--- src/rtl/uart_host_bridge.sv ---
// UART (8N1, or 8E1 with UART_PARITY_EN) front end for the command/memory block.
// Latency: RX strobe one cycle after the stop-bit sample (~9.7 bit times after start edge); TX pops one cycle after !i_out_empty.
// Backpressure: RX drops bytes while i_input_full and flags overrun; TX waits on i_out_empty and pops once per frame.
//
// Ports:
//   i_clk, i_rst_n          clock, synchronous active-low reset
//   i_rx / o_tx             serial lines, idle high
//   o_data_valid, o_data    received byte strobe into the command block input FIFO
//   i_input_full            input FIFO full; a byte completing while full is dropped
//   i_out_data, i_out_empty output FIFO head and empty flag
//   o_out_read              one-cycle pop of the output FIFO
//   i_clear_err             clears the sticky error flags (a same-cycle set wins)
//   o_rx_overrun, o_rx_frame_err, o_rx_parity_err (UART_PARITY_EN only)  sticky errors
//
// Build option: define UART_PARITY_EN for even parity on both directions.
module uart_host_bridge #(
    parameter int CLKS_PER_BIT = 16
) (
    input  logic       i_clk,
    input  logic       i_rst_n,
    input  logic       i_rx,
    output logic       o_tx,
    output logic       o_data_valid,
    output logic [7:0] o_data,
    input  logic       i_input_full,
    input  logic [7:0] i_out_data,
    input  logic       i_out_empty,
    output logic       o_out_read,
    input  logic       i_clear_err,
    output logic       o_rx_overrun,
    output logic       o_rx_frame_err
`ifdef UART_PARITY_EN
    ,
    output logic       o_rx_parity_err
`endif
);

    localparam int            CW      = (CLKS_PER_BIT > 1) ? $clog2(CLKS_PER_BIT) : 1;
    localparam logic [CW-1:0] HALF_M1 = CW'(CLKS_PER_BIT / 2 - 1);
    localparam logic [CW-1:0] FULL_M1 = CW'(CLKS_PER_BIT - 1);

    // ------------------------------------------------------------------
    // RX path
    // ------------------------------------------------------------------
    typedef enum logic [2:0] {
        RX_IDLE,
        RX_START,
        RX_DATA,
`ifdef UART_PARITY_EN
        RX_PARITY,
`endif
        RX_STOP,
        RX_BREAK
    } rx_state_t;

    rx_state_t     r_rx_state;
    logic          r_rx_meta;
    logic          r_rx_sync;
    logic [CW-1:0] r_rx_cnt;
    logic [2:0]    r_rx_bit;
    logic [7:0]    r_rx_shift;
    logic          r_data_valid;
    logic [7:0]    r_data;
    logic          r_overrun;
    logic          r_frame_err;
`ifdef UART_PARITY_EN
    logic          r_rx_par_bad;
    logic          r_parity_err;
`endif

    logic w_rxs;
    logic w_rx_tick;
    logic w_stop_tick;
    logic w_byte_ok;
    logic w_deliver;
    logic w_ovr_set;
    logic w_frm_set;

    assign w_rxs       = r_rx_sync;
    assign w_rx_tick   = (r_rx_cnt == FULL_M1);
    assign w_stop_tick = (r_rx_state == RX_STOP) && w_rx_tick;
`ifdef UART_PARITY_EN
    // A parity failure drops the byte; overrun is only reported for bytes that were otherwise good.
    assign w_byte_ok   = w_rxs & ~r_rx_par_bad;
`else
    assign w_byte_ok   = w_rxs;
`endif
    assign w_deliver   = w_stop_tick & w_byte_ok & ~i_input_full;
    assign w_ovr_set   = w_stop_tick & w_byte_ok & i_input_full;
    assign w_frm_set   = w_stop_tick & ~w_rxs;

    always_ff @(posedge i_clk) begin
        if (!i_rst_n) begin
            r_rx_state   <= RX_IDLE;
            r_rx_meta    <= 1'b1;
            r_rx_sync    <= 1'b1;
            r_rx_cnt     <= '0;
            r_rx_bit     <= 3'd0;
            r_rx_shift   <= 8'h00;
            r_data_valid <= 1'b0;
            r_data       <= 8'h00;
            r_overrun    <= 1'b0;
            r_frame_err  <= 1'b0;
`ifdef UART_PARITY_EN
            r_rx_par_bad <= 1'b0;
            r_parity_err <= 1'b0;
`endif
        end else begin
            r_rx_meta    <= i_rx;
            r_rx_sync    <= r_rx_meta;
            r_data_valid <= w_deliver;
            if (w_deliver) begin
                r_data <= r_rx_shift;
            end
            // Set has priority over a simultaneous clear.
            r_overrun    <= w_ovr_set | (r_overrun & ~i_clear_err);
            r_frame_err  <= w_frm_set | (r_frame_err & ~i_clear_err);
`ifdef UART_PARITY_EN
            r_parity_err <= (w_stop_tick & r_rx_par_bad) | (r_parity_err & ~i_clear_err);
`endif

            case (r_rx_state)
                RX_IDLE: begin
                    if (!w_rxs) begin
                        r_rx_state <= RX_START;
                        r_rx_cnt   <= '0;
                    end
                end
                RX_START: begin
                    // Re-check the start bit at its midpoint to reject short glitches.
                    if (r_rx_cnt == HALF_M1) begin
                        r_rx_cnt   <= '0;
                        r_rx_bit   <= 3'd0;
                        r_rx_state <= w_rxs ? RX_IDLE : RX_DATA;
                    end else begin
                        r_rx_cnt <= r_rx_cnt + 1'b1;
                    end
                end
                RX_DATA: begin
                    if (w_rx_tick) begin
                        r_rx_cnt   <= '0;
                        r_rx_shift <= {w_rxs, r_rx_shift[7:1]};
                        r_rx_bit   <= r_rx_bit + 3'd1;
                        if (r_rx_bit == 3'd7) begin
`ifdef UART_PARITY_EN
                            r_rx_state <= RX_PARITY;
`else
                            r_rx_state <= RX_STOP;
`endif
                        end
                    end else begin
                        r_rx_cnt <= r_rx_cnt + 1'b1;
                    end
                end
`ifdef UART_PARITY_EN
                RX_PARITY: begin
                    if (w_rx_tick) begin
                        r_rx_cnt     <= '0;
                        r_rx_par_bad <= w_rxs ^ (^r_rx_shift);
                        r_rx_state   <= RX_STOP;
                    end else begin
                        r_rx_cnt <= r_rx_cnt + 1'b1;
                    end
                end
`endif
                RX_STOP: begin
                    if (w_rx_tick) begin
                        r_rx_cnt   <= '0;
                        r_rx_state <= w_rxs ? RX_IDLE : RX_BREAK;
                    end else begin
                        r_rx_cnt <= r_rx_cnt + 1'b1;
                    end
                end
                RX_BREAK: begin
                    // Hold off until the line returns high so a break is not seen as new start bits.
                    if (w_rxs) begin
                        r_rx_state <= RX_IDLE;
                    end
                end
                default: r_rx_state <= RX_IDLE;
            endcase
        end
    end

    assign o_data_valid   = r_data_valid;
    assign o_data         = r_data;
    assign o_rx_overrun   = r_overrun;
    assign o_rx_frame_err = r_frame_err;
`ifdef UART_PARITY_EN
    assign o_rx_parity_err = r_parity_err;
`endif

    // ------------------------------------------------------------------
    // TX path
    // ------------------------------------------------------------------
    typedef enum logic [2:0] {
        TX_IDLE,
        TX_START,
        TX_DATA,
`ifdef UART_PARITY_EN
        TX_PARITY,
`endif
        TX_STOP
    } tx_state_t;

    tx_state_t     r_tx_state;
    logic          r_tx;
    logic          r_out_read;
    logic [CW-1:0] r_tx_cnt;
    logic [2:0]    r_tx_bit;
    logic [7:0]    r_tx_shift;
`ifdef UART_PARITY_EN
    logic          r_tx_par;
`endif

    logic w_tx_tick;
    logic w_tx_load;

    assign w_tx_tick = (r_tx_cnt == FULL_M1);
    // Loading at the last stop cycle as well as in idle gives gapless back-to-back frames.
    assign w_tx_load = ~i_out_empty &&
                       ((r_tx_state == TX_IDLE) || ((r_tx_state == TX_STOP) && w_tx_tick));

    always_ff @(posedge i_clk) begin
        if (!i_rst_n) begin
            r_tx_state <= TX_IDLE;
            r_tx       <= 1'b1;
            r_out_read <= 1'b0;
            r_tx_cnt   <= '0;
            r_tx_bit   <= 3'd0;
            r_tx_shift <= 8'h00;
`ifdef UART_PARITY_EN
            r_tx_par   <= 1'b0;
`endif
        end else begin
            r_out_read <= w_tx_load;
            if (w_tx_load) begin
                r_tx_shift <= i_out_data;
`ifdef UART_PARITY_EN
                r_tx_par   <= ^i_out_data;
`endif
                r_tx       <= 1'b0;
                r_tx_cnt   <= '0;
                r_tx_state <= TX_START;
            end else begin
                case (r_tx_state)
                    TX_IDLE: begin
                        r_tx <= 1'b1;
                    end
                    TX_START: begin
                        if (w_tx_tick) begin
                            r_tx_cnt   <= '0;
                            r_tx_bit   <= 3'd0;
                            r_tx       <= r_tx_shift[0];
                            r_tx_shift <= {1'b0, r_tx_shift[7:1]};
                            r_tx_state <= TX_DATA;
                        end else begin
                            r_tx_cnt <= r_tx_cnt + 1'b1;
                        end
                    end
                    TX_DATA: begin
                        if (w_tx_tick) begin
                            r_tx_cnt <= '0;
                            r_tx_bit <= r_tx_bit + 3'd1;
                            if (r_tx_bit == 3'd7) begin
`ifdef UART_PARITY_EN
                                r_tx       <= r_tx_par;
                                r_tx_state <= TX_PARITY;
`else
                                r_tx       <= 1'b1;
                                r_tx_state <= TX_STOP;
`endif
                            end else begin
                                r_tx       <= r_tx_shift[0];
                                r_tx_shift <= {1'b0, r_tx_shift[7:1]};
                            end
                        end else begin
                            r_tx_cnt <= r_tx_cnt + 1'b1;
                        end
                    end
`ifdef UART_PARITY_EN
                    TX_PARITY: begin
                        if (w_tx_tick) begin
                            r_tx_cnt   <= '0;
                            r_tx       <= 1'b1;
                            r_tx_state <= TX_STOP;
                        end else begin
                            r_tx_cnt <= r_tx_cnt + 1'b1;
                        end
                    end
`endif
                    TX_STOP: begin
                        if (w_tx_tick) begin
                            r_tx_cnt   <= '0;
                            r_tx_state <= TX_IDLE;
                        end else begin
                            r_tx_cnt <= r_tx_cnt + 1'b1;
                        end
                    end
                    default: r_tx_state <= TX_IDLE;
                endcase
            end
        end
    end

    assign o_tx       = r_tx;
    assign o_out_read = r_out_read;

endmodule

--- config.mk ---
export PLATFORM = sky130hd
export DESIGN_NAME = uart_host_bridge
export DESIGN_NICKNAME = d
export VERILOG_FILES = /design/src/rtl/uart_host_bridge.sv
export SDC_FILE = /design/constraint.sdc
export NUM_CORES = 1
export LEC_CHECK = 0
export CAP_MARGIN = 25
export CORE_MARGIN = 2
export CORE_UTILIZATION = 50
export DETAILED_ROUTE_END_ITERATION = 8
export PLACE_DENSITY = 0.78
export SLEW_MARGIN = 10
export SYNTH_ARGS = -nofsm -noshare
export SYNTH_HDL_FRONTEND = slang
export SYNTH_SLANG_ARGS = --single-unit
--- constraint.sdc ---
create_clock -name i_clk -period 1.71 [get_ports i_clk]
set_clock_uncertainty 0.1 [all_clocks]
set_input_delay 0.171 -clock i_clk [delete_from_list [all_inputs] [get_ports i_clk]]
set_output_delay 0.171 -clock i_clk [all_outputs]
set_load 0.005 [all_outputs]
**After elaboration in Yosys (flattened, before gate mapping)**

Index checks and enable logic that the tools add are counted.

- Flip-flop bits (word level): 51
- Bits in latches: 0
- Bits in writable memories: 0
- Memory bits (read-only): 0
- Input bits: 14
- Output and inout port bits: 13
- Logic and storage cells: 122
- Memories kept: 0

- Add/subtract/negate cells: 4
- Multipliers: 0
- Divide/modulo/power cells: 0
- Magnitude comparators: 0
- Equal/unequal tests: 28
- Shifts and indexed selects: 0
- Mux-type cells: 35
- Bitwise logic cells: 15
- Reductions and logical operators: 23

Operator list:

| operator | count |
|---|---|
| $mux W3 | 14 |
| $mux W8 | 4 |
| $ne A2 B2 Y1 const B | 11 |
| $mux W4 | 4 |
| $pmux W8 S2 | 1 |
| $ne A3 B3 Y1 const B | 5 |
| $pmux W3 S5 | 1 |
| $eq A3 B2 Y1 const B | 4 |
| $pmux W3 S2 | 2 |
| $pmux W3 S4 | 1 |
| $pmux W4 S3 | 1 |
| $reduce_and A5 Y1 | 2 |
| $eq A3 B3 Y1 const B | 3 |
| $add A4 B1 Y4 const B | 2 |
| $eq A4 B4 Y1 const B | 2 |
| $reduce_and A4 Y1 | 2 |
| $not A1 Y1 | 7 |
| $add A3 B1 Y3 const B | 2 |
| $and A1 B1 Y1 | 6 |
| $eq A3 B1 Y1 const B | 2 |
| $logic_not A3 Y1 | 2 |
| $reduce_and A3 Y1 | 2 |
| $reduce_and A6 Y1 | 1 |
| $reduce_bool A3 Y1 | 2 |
| other kinds (12) | 22 |

**Logic depth before layout (Yosys ltp)**

Gate-level depths: netlist of the first run.

- Word-level depth: 6
- Depth in mapped cells: 8
- Gate-level depth less buffers: 6

**Least setup slack after synthesis of the first run**

No wires, ideal clock.

- Path kind: register to register
- Start: reg r_tx_state[0]
- End: reg r_tx_state[1]
- Setup time: 0.115 ns
- Data arrival time: 1.594 ns
- Data required time: 1.495 ns
- Slack: -0.100 ns
- Stages on the path, launching flop included: 8
- Buffers on the path: 1
- Period minus slack after synthesis: 1.810 ns
- Cells stage by stage: dfxtp_1 -> inv_1 -> ha_1 -> buf_6 -> or4_1 -> o31ai_1 -> mux2i_1 -> nor2_1

- Word-level cells in the longest chain between the ends: 5
- Elaborated cells on any way between the ends: 15
- Classes of those cells: eq/ne (7); mux (1); bitwise (1); reduce/logical (6)

Ends and longest elaborated chain:

| item | line | source |
|---|---|---|
| start: declaration | 206 | `tx_state_t r_tx_state;` |
| start signal: assignment | 226 | `r_tx_state <= TX_IDLE;` |
| start signal: assignment | 244 | `r_tx_state <= TX_START;` |
| start signal: assignment | 256 | `r_tx_state <= TX_DATA;` |
| parallel branches: the longest is 5 deep, another holds $reduce_and A5 Y1 | - |  |

Several ways; the timed one is not identified.
A chain may end at the register's enable or synchronous reset.

**Final worst setup path of the first run**

- Start: reg r_tx_state[1]
- End: reg r_tx_state[1]

The elaborated chain is that of the path after synthesis.

==> results of run 1 <==
## final cells by class
| type | instances | share of cell area |
|---|---|---|
| Tap cell | 52 | 0.0218 |
| Clock inverter | 1 | 0.0101 |
| Sequential cell | 50 | 0.341 |
| Clock buffer | 6 | 0.0277 |
| Timing Repair Buffer | 46 | 0.146 |
| Multi-Input combinational cell | 190 | 0.445 |
| Inverter | 5 | 0.00797 |
## sequential cells by signal, summed over array words and instances (netlist names)
signal,flops
o_data_valid,1
r_rx_bit,3
r_rx_shift,8
r_rx_sync,1
o_tx,1
r_tx_shift,8
r_rx_state,3
o_data,8
r_tx_cnt,4
r_tx_bit,3
r_rx_cnt,4
o_rx_overrun,1
r_tx_state,2
r_rx_meta,1
o_out_read,1
o_rx_frame_err,1
## worst reg2reg max path, stage by stage (launching register included)
cell     delay [ps]
dfxtp_4         380
inv_4            50
ha_4            160
or4_4           540
o31ai_4          80
mux2i_1         220
nor2_1           50
## worst max-delay path by stage
stage	start	endpoint	slack, ps	cells after the start
finish	r_tx_state[1]	r_tx_state[1]	20	6
global route	r_tx_state[0]	r_tx_state[1]	-30	6
CTS	r_tx_state[0]	r_tx_state[1]	0.4	6
detailed placement	r_tx_cnt[1]	r_tx_shift[6]	-20	5
global placement	r_tx_state[0]	r_tx_state[1]	30	6
floorplan	r_tx_state[0]	r_tx_bit[0]	6	7
## power by group through the flow
stage               Clock [mW]  Sequential (mW)  Combinational [mW]
finish                   0.846             1.23               0.283
CTS                      0.855             1.22               0.257
global route             0.911             1.23               0.309
detailed placement           0             1.25               0.252
global placement             0             1.25               0.244
floorplan                    0             1.24               0.163
## cells by family (layout without fill, tap and decap cells)
logic type,Yosys count,in the layout,share of synthesized area
mux,12,12,0.0515
xor+xnor,3,3,0.0113
simple gates,99,99,0.226
buf+inv,20,58,0.0483
flops,50,50,0.429
fa+ha+maj,10,10,0.0537
compound gates,66,66,0.180
## metal layers
metal | global-route usage | part of all wire | up-vias
met5 | 0 | 0 | -
met4 | 0.0629 | 0.011 | 0
met3 | 0.0361 | 0.037 | 5
met2 | 0.304 | 0.47 | 39
met1 | 0.257 | 0.48 | 909
li1 | - | - | 992
## repair_timing
| action | in CTS | in global routing |
|---|---|---|
| setup endpoints to repair | 3 | 33 |
| setup buffers | 1 | 1 |
| pin swaps | 1 | 7 |
| resized for setup | 4 | 27 |
| hold buffers | 0 | 0 |
## metrics by stage
step,instance area (um^2),worst slack [ps],power [mW],cells
after floorplan,2350,5.72,1.41,260
after global placement,2740,28.0,1.49,341
after detailed placement,2740,-16.8,1.50,341
after CTS,2870,0.369,2.33,349
after global routing,2980,-34.9,2.45,350
final,2980,19.8,2.36,350
## cells in the final DEF (no fill, tap or decap), drive strengths merged, types with 2 or more instances in the layout
cell type | synthesis | routed
and3 | 2 | 2
o21a | 3 | 3
xnor2 | 2 | 2
nand3 | 19 | 19
a32oi | 2 | 2
o21ai | 22 | 22
or3b | 2 | 2
nor3b | 3 | 3
clkbuf | 8 | 6
mux2i | 12 | 12
nor2b | 4 | 4
nand2 | 22 | 22
ha | 10 | 10
inv | 5 | 5
or3 | 2 | 2
nor3 | 2 | 2
dfxtp | 50 | 50
nor4b | 2 | 2
clkdlybuf4s50 | 0 | 26
nand2b | 9 | 9
a21oi | 25 | 25
buf | 7 | 20
nor2 | 24 | 24
a211oi | 2 | 2
nand3b | 3 | 3
a31oi | 2 | 2
==> results.tsv, run 1 <==
stage	metric	value	unit
global_route	gr-total-overflow	0	
worst_setup_path	crit_slowest_cell	or4_4	
power	p_sw	0.542	mW
timing	hold_viol	0	
clocking	cts.clk_slew.worst_paths	90	ps
synth	synth_commonest_cells	dfxtp_1 (50), a21oi_1 (25), nor2_1 (23), nand2_1 (22), o21ai_0 (20)	
route	ant_nets	0	
power	p_clk_frac	0.359	
floorplan	dieArea	0.00522	mm^2
layout	syn_to_final_growth	28.0	%
timing	tns	0	ps
place	io_buffers	26	
synth	synth_top_area_share	0.429	
layout	fillers	336	
clocking	cts_tree	done	
clocking	cts_buffer_depth	2	
synth	synth_edf_count	0	
worst_setup_path	setup.worst_path.start_class	flip-flop	
power	p_seq_frac	0.521	
worst_setup_path	path_buf_inv	1	
worst_setup_path	r2r-end	r_tx_state[1]	
layout	drive_gt1_frac	0.205	
floorplan	fp.dieH	72.3	um
layout	multi_input_area	0.00133	mm^2
worst_setup_path	crit_fanout	4	
synth	synthCells	260	
layout	nets	322	
clocking	cts.sinks	50	
synth	ys_ff_latch	50	
route	vias	1945	
synth	yosys_warnings	0	
worst_setup_path	critical-path-top-delay-family	simple AND/OR/NAND/NOR gates	
synth	synth-main-ff-cell	dfxtp_1	
worst_hold_path	hp-start	r_rx_meta	
worst_hold_path	whs_path_depth	1	
timing	drv_slew	0	
synth	syn-mean-instance-area	8.97	um^2
layout	antenna_cells	0	
power	p_leak	1.04	nW
outcome	status	finished, final reports clean	
global_route	gr-usage-all-layers	0.189	
timing	rsz0062_at_grt	yes	
worst_setup_path	path_cells	inv_4, ha_4, or4_4, o31ai_4, mux2i_1, nor2_1	
power	swShare	0.230	
synth	netlist_area	0.00233	mm^2
power	powerDensity	790	mW/mm^2
floorplan	core_region_area	0.00441	mm^2
power	p_comb_frac	0.120	
floorplan	fp.dieW	72.3	um
timing	setup_violations	0	
worst_setup_path	regToRegStartpoint	r_tx_state[1]	
worst_hold_path	hp-class	reg2reg	
layout	register_area	0.00102	mm^2
synth	synthArstFlopShare	0	
route	drt-wirelength-per-cell	13.6	um
global_route	antenna_found_initial	0	
route	vias_per_cell	5.56	
synth	yosysUniqueCellTypes	51	
synth	synth_top_cell_by_area	dfxtp_1	
worst_hold_path	hold_end	r_rx_sync	
clocking	htree_levels	2	
floorplan	num_rows	24	
worst_setup_path	r2r_setup_slack	20	ps
floorplan	num_io_pins	27	
clocking	clk_latency	300	ps
global_route	grt_max_degree	20	
worst_setup_path	r2r_cells	6	
global_route	grt_pass1_wl	7910	um
clocking	cts_buffers	5	
worst_setup_path	critical_path_arrival	1780	ps
timing	fmax	592	MHz
flow_run	cap_violations	0	
power	ir_drop	0.791	mV
route	drtPass1Iterations	4	
synth	synth_area_leaders	dfxtp_1 (43%), a21oi_1 (5.4%), ha_1 (5.4%)	
worst_setup_path	critPathKind	reg2reg	
place	post-dp-hpwl	3290	um
synth	ys_seq_area_frac	0.429	
timing	relSlewSlack	0.768	
floorplan	initial_core_util	0.528	
timing	fin_crit_sh	0.988	
timing	min_period	1690	ps
synth	syn_nets	284	
route	drt-initial-drc-count	95	
worst_setup_path	cp-end-kind	flip-flop	
layout	fin_util	0.676	
timing	whs	311	ps
synth	synth.most_common_cell	dfxtp_1	
global_route	grt_pass1_vias	1788	
clocking	cts_root_buf	clkbuf_8	
timing	tightest_slew	342	ps
route	drc	0	
worst_setup_path	cp.required	1800	ps
worst_setup_path	cp_slowest_stage_delay	540	ps
power	intPower	1.81	mW
route	finalWirelength	4750	um
place	gp_congestion	0.818	
Power figures use the tool's default switching activity.
==> run 2, diff against run 1 <==
--- a/constraint.sdc
+++ b/constraint.sdc
@@ -4,2 +4,2 @@
 set_output_delay 0.171 -clock i_clk [all_outputs]
-set_load 0.005 [all_outputs]
+set_load 0.1 [all_outputs]
==> run 2 against run 1 <==
  * Clock power decreased by 4.7%
  * Non-clock buffer count decreased by 1
  * Register-to-register slack about the same
  * Maximum frequency increased by 0.66%
  * Hold slack improved by 27 ps
  * Count of clock-buffer cells in the layout decreased by 1
  * Combinational power increased by 8.8%
==> results.tsv, run 2 (synthesis gave the netlist of run 1 again) <==
stage	metric	value	unit	change
place	dp_cells	340		was 341
route	drc	0		unchanged
timing	hold_viol	0		unchanged
global_route	gr-usage-all-layers	0.196		was 0.189
layout	syn_to_final_growth	30.6	%	was 28.0%
layout	finalNonFillerCells	349		was 350
timing	whs	338	ps	was 311 ps
route	drt-wirelength-per-cell	13.3	um	was 13.6 um
power	ir_drop	0.694	mV	was 0.791 mV
outcome	status	finished, final reports clean		unchanged
timing	setup_violations	0		unchanged
layout	register_area	0.00101	mm^2	was 0.00102 mm^2
route	drt-initial-drc-count	48		was 95
flow_run	cap_violations	0		unchanged
clocking	htree_levels	2		unchanged
place	place_ws	-7.96	ps	was -16.8 ps
floorplan	num_io_pins	27		unchanged
layout	fin_area	0.00304	mm^2	was 0.00298 mm^2
global_route	grt_pass1_wl	8170	um	was 7910 um
floorplan	dieArea	0.00522	mm^2	unchanged
clocking	cts_buffers	5		unchanged
clocking	clk_latency	300	ps	about the same
layout	nets	321		was 322
layout	layout_commonest_cell	dfxtp_1		unchanged
floorplan	fp.dieH	72.3	um	unchanged
timing	min_period	1680	ps	was 1690 ps
place	gp_congestion	0.809		was 0.818
route	drtPass1Iterations	4		unchanged
clocking	cts.sinks	50		unchanged
timing	tightest_slew	341	ps	was 342 ps
layout	final_cell_mix	dfxtp_1 (45), a21oi_1 (25), nand2_1 (22), nor2_1 (22), o21ai_0 (20)		was dfxtp_1 (42), clkdlybuf4s50_1 (26), a21oi_1 (24)
route	ant_nets	0		unchanged
floorplan	fp.dieW	72.3	um	unchanged
worst_setup_path	cp-end-kind	flip-flop		unchanged
timing	fmax	596	MHz	was 592 MHz
route	finalWirelength	4640	um	was 4750 um
timing	relSlewSlack	0.769		was 0.768
route	vias_per_cell	5.56		about the same
clocking	cts_buffer_depth	2		unchanged
floorplan	core_region_area	0.00441	mm^2	unchanged
worst_setup_path	crit_fanout	4		unchanged
global_route	gr-total-overflow	0		unchanged
global_route	grt_pass1_vias	1867		was 1,788
layout	fillers	349		was 336
clocking	cts.clk_slew.worst_paths	90	ps	about the same
place	placement.cell_area	0.00287	mm^2	was 0.00274 mm^2
timing	fin_crit_sh	0.982		was 0.988
worst_setup_path	critical_path_arrival	1760	ps	was 1780 ps
worst_setup_path	critPathKind	reg2reg		unchanged
worst_hold_path	hp-class	reg2reg		unchanged
floorplan	num_rows	24		unchanged
global_route	antenna_found_initial	0		unchanged
route	vias	1941		was 1,945
power	powerDensity	769	mW/mm^2	was 790 mW/mm^2
global_route	grt_max_degree	21		was 20
clocking	cts_root_buf	clkbuf_8		unchanged
layout	antenna_cells	0		unchanged
layout	drive_gt1_frac	0.232		was 0.205
timing	setup_ws	30.9	ps	was 19.8 ps
place	io_buffers	26		unchanged
place	post-dp-hpwl	3380	um	was 3290 um
worst_setup_path	setup.worst_path.start_class	flip-flop		unchanged
floorplan	initial_core_util	0.528		unchanged
worst_setup_path	cp.required	1790	ps	was 1800 ps
clocking	cts_tree	done		unchanged
power	p_leak	1.09	nW	was 1.04 nW
layout	multi_input_area	0.00128	mm^2	was 0.00133 mm^2
timing	rsz0062_at_grt	yes		unchanged
timing	drv_slew	0		unchanged
-- run 2: cell count changes in the layout (fill, tap and decap cells not counted), sizes merged --
cell / change
buf: +12
clkbuf: -1
clkinv: +1
clkdlybuf4s50: -13
-- run 2: routing by layer --
metal	global-route usage	routed length, um
met1	0.253	2180
met4	0.0503	51
met2	0.329	2230
met3	0.0486	179
met5	0	0
-- run 2: cell type report --
cell class | instances | share of cell area
Timing Repair Buffer | 45 | 0.183
Clock inverter | 2 | 0.0127
Multi-Input combinational cell | 190 | 0.421
Clock buffer | 5 | 0.0226
Tap cell | 52 | 0.0214
Sequential cell | 50 | 0.333
Inverter | 5 | 0.00617
-- run 2: worst paths after layout --
check,from,end,slack (ps),depth (start not counted)
min,r_rx_meta,r_rx_sync,340,1
min reg2reg,r_rx_meta,r_rx_sync,340,1
max,r_tx_state[0],r_tx_state[1],30,6
max reg2reg,r_tx_state[0],r_tx_state[1],30,6
-- run 2: what timing repair did --
| action | in CTS | in global routing |
|---|---|---|
| endpoints found under the setup margin | 9 | 38 |
| pin swaps | 1 | 3 |
| resized for setup | 3 | 16 |
| buffers inserted | 1 | 1 |
| hold buffers | 0 | 0 |
-- run 2: critical path, stage by stage (launching register included) --
cell and delay [ps]:
dfxtp_4 370, inv_2 40, ha_2 190, or4_4 520, o31ai_4 80, mux2i_1 210
nor2_1 60
-- run 2: where the power goes --
part           internal [mW]  total [mW]  switching [mW]
logic                  0.145       0.308           0.163
clock network          0.430       0.806           0.375
registers               1.20        1.23          0.0291
-- run 2: through the flow --
step / util / setup TNS [ps] / total power, mW
CTS: 0.677 / -4.27 / 2.35
global route: 0.690 / -20.5 / 2.45
finish: 0.690 / 0 / 2.34
floorplan: - / 0 / 1.44
global placement: 0.649 / 0 / 1.54
detailed placement: 0.649 / -7.96 / 1.55
==> run 3, diff against run 2 <==
CORE_ASPECT_RATIO = 0.5   (was not set)
==> run 3 against run 2 <==
  * Hold slack got worse by 20 ps
  * Non-clock buffer count increased by 1
  * Sequential power about the same
  * Highest routed layer unchanged
  * Die area increased by 0.63%
  * Largest cell class unchanged
==> results.tsv, run 3 (synthesis gave the netlist of run 1 again) <==
stage	metric	value	unit	change
layout	register_area	0.00101	mm^2	about the same
route	drt-initial-drc-count	62		was 48
place	post-dp-hpwl	3420	um	was 3380 um
layout	layout_commonest_cell	dfxtp_1		unchanged
timing	fmax	586	MHz	was 596 MHz
clocking	cts_buffers	5		unchanged
layout	nets	322		was 321
worst_setup_path	cp.required	1810	ps	was 1790 ps
clocking	cts_buffer_depth	2		unchanged
floorplan	initial_core_util	0.524		was 0.528
global_route	grt_pass1_wl	8090	um	was 8170 um
worst_setup_path	path_buf_inv	1		unchanged
worst_setup_path	path_cells	inv_4, ha_4, or4_4, o31ai_4, mux2i_1, nor2_1		was inv_2, ha_2, or4_4, o31ai_4, mux2i_1, nor2_1
power	powerDensity	758	mW/mm^2	was 769 mW/mm^2
layout	syn_to_final_growth	33.1	%	was 30.6%
worst_hold_path	hp-class	in2reg		was reg2reg
timing	setup_violations	0		unchanged
clocking	cts_hold_buf	0		unchanged
timing	hold_viol	0		unchanged
timing	min_period	1710	ps	was 1680 ps
worst_setup_path	crit_fanout	4		unchanged
worst_setup_path	r2r_setup_slack	2	ps	was 30 ps
clocking	cts_tree	done		unchanged
route	vias	1944		was 1,941
layout	drive_gt1_frac	0.251		was 0.232
worst_setup_path	cp-end-kind	flip-flop		unchanged
clocking	htree_levels	2		unchanged
worst_setup_path	critical_path_arrival	1810	ps	was 1760 ps
timing	setup_ws	2.21	ps	was 30.9 ps
floorplan	fp.dieW	101	um	was 72.3 um
floorplan	dieArea	0.00526	mm^2	was 0.00522 mm^2
clocking	cts.clk_slew.worst_paths	90	ps	about the same
route	drt-wirelength-per-cell	14.0	um	was 13.3 um
layout	multi_input_area	0.00132	mm^2	was 0.00128 mm^2
global_route	grt_pass1_vias	1858		was 1,867
layout	antenna_cells	0		unchanged
floorplan	core_region_area	0.00445	mm^2	was 0.00441 mm^2
worst_hold_path	whs_path_depth	2		was 1
power	p_leak	1.10	nW	was 1.09 nW
worst_setup_path	worst-path-stages	6		unchanged
layout	fin_util	0.698		was 0.690
place	gp_congestion	0.771		was 0.809
worst_setup_path	cp_slowest_stage_delay	550	ps	was 520 ps
timing	drv_slew	0		unchanged
flow_run	cap_violations	0		unchanged
worst_setup_path	critPathKind	reg2reg		unchanged
floorplan	num_io_pins	27		unchanged
floorplan	fp.dieH	52.3	um	was 72.3 um
worst_setup_path	setup.worst_path.start_class	flip-flop		unchanged
layout	final_cell_mix	dfxtp_1 (44), a21oi_1 (23), nand2_1 (22), nor2_1 (22)		was dfxtp_1 (45), a21oi_1 (25), nand2_1 (22), nor2_1 (22), o21ai_0 (20)
floorplan	num_rows	17		was 24
timing	tightest_slew	372	ps	was 341 ps
worst_hold_path	hp-start	i_rx		was r_rx_meta
worst_setup_path	crit_slowest_cell	or4_4		unchanged
route	ant_nets	0		unchanged
timing	fin_crit_sh	0.999		was 0.982
clocking	cts_root_buf	clkbuf_8		unchanged
route	drtPass1Iterations	4		unchanged
global_route	grt_max_degree	18		was 21
global_route	antenna_found_initial	0		unchanged
timing	rsz0062_at_grt	yes		unchanged
worst_hold_path	hold_end	r_rx_meta		was r_rx_sync
route	vias_per_cell	5.46		was 5.56
clocking	cts.sinks	50		unchanged
outcome	status	finished, final reports clean		unchanged
worst_setup_path	r2r-end	r_tx_state[1]		unchanged
worst_setup_path	r2r_cells	6		unchanged
power	ir_drop	0.438	mV	was 0.694 mV
global_route	gr-total-overflow	0		unchanged
route	finalWirelength	4970	um	was 4640 um
worst_setup_path	regToRegStartpoint	r_tx_state[0]		unchanged
global_route	gr-usage-all-layers	0.204		was 0.196
place	place_ws	-19.1	ps	was -7.96 ps
place	io_buffers	26		unchanged
clocking	clk_latency	310	ps	was 300 ps
worst_setup_path	critical-path-top-delay-family	simple AND/OR/NAND/NOR gates		unchanged
layout	fillers	316		was 349
timing	relSlewSlack	0.752		was 0.769
route	drc	0		unchanged
-- run 3: report_power, final --
part	internal (mW)	switching [mW]	total, mW
Sequential	1.20	0.0324	1.23
Clock	0.409	0.389	0.798
Combinational	0.152	0.169	0.321
Total	1.76	0.591	2.35
-- run 3: cell type report --
type / count / share of cell area
multi-input combinational: 190 / 0.426
sequential: 50 / 0.327
timing repair buffer: 46 / 0.182
clock buffer: 8 / 0.0355
tap: 57 / 0.0230
inverter: 5 / 0.00685
-- run 3: metal layers --
| metal | share of wire | wire length [um] | vias up | global-route usage |
|---|---|---|---|---|
| met5 | 0 | 0 | - | 0 |
| li1 | - | - | 992 | - |
| met2 | 0.50 | 2500 | 30 | 0.368 |
| met1 | 0.46 | 2290 | 917 | 0.230 |
| met4 | 0.013 | 65 | 0 | 0.0776 |
| met3 | 0.023 | 113 | 5 | 0.0640 |
-- run 3: worst max-delay path by stage --
stage | startpoint | slack [ps] | endpoint
after global placement | r_tx_state[0] | 30 | r_tx_state[1]
after detailed placement | r_tx_state[0] | -20 | r_tx_state[1]
after CTS | r_tx_state[1] | 20 | r_tx_state[1]
final | r_tx_state[0] | 2 | r_tx_state[1]
after global routing | r_tx_state[0] | -30 | r_tx_state[1]
after floorplan | r_tx_state[0] | 6 | r_tx_bit[0]
-- run 3: metrics by stage --
step                      instance area (um^2)  hold WS [ps]  std cells  power, mW  TNS, ps
after global routing                      3100           307        356       2.45    -61.6
after global placement                    2880           299        346       1.53        0
after detailed placement                  2880           329        346       1.54    -37.0
after floorplan                           2350           172        260       1.44        0
final                                     3100           318        356       2.35        0
after CTS                                 3010           306        354       2.34        0
-- run 3: what timing repair did --
action,in CTS,in global routing
buffers inserted,0,2
endpoints found under the setup margin,4,30
pin swaps,2,5
gates resized for setup,8,21
-- run 3: worst reg2reg max path, cell delays in order (launching register included) --
cell	delay, ps
dfxtp_4	390
inv_4	50
ha_4	170
or4_4	550
o31ai_4	90
mux2i_1	210
nor2_1	50
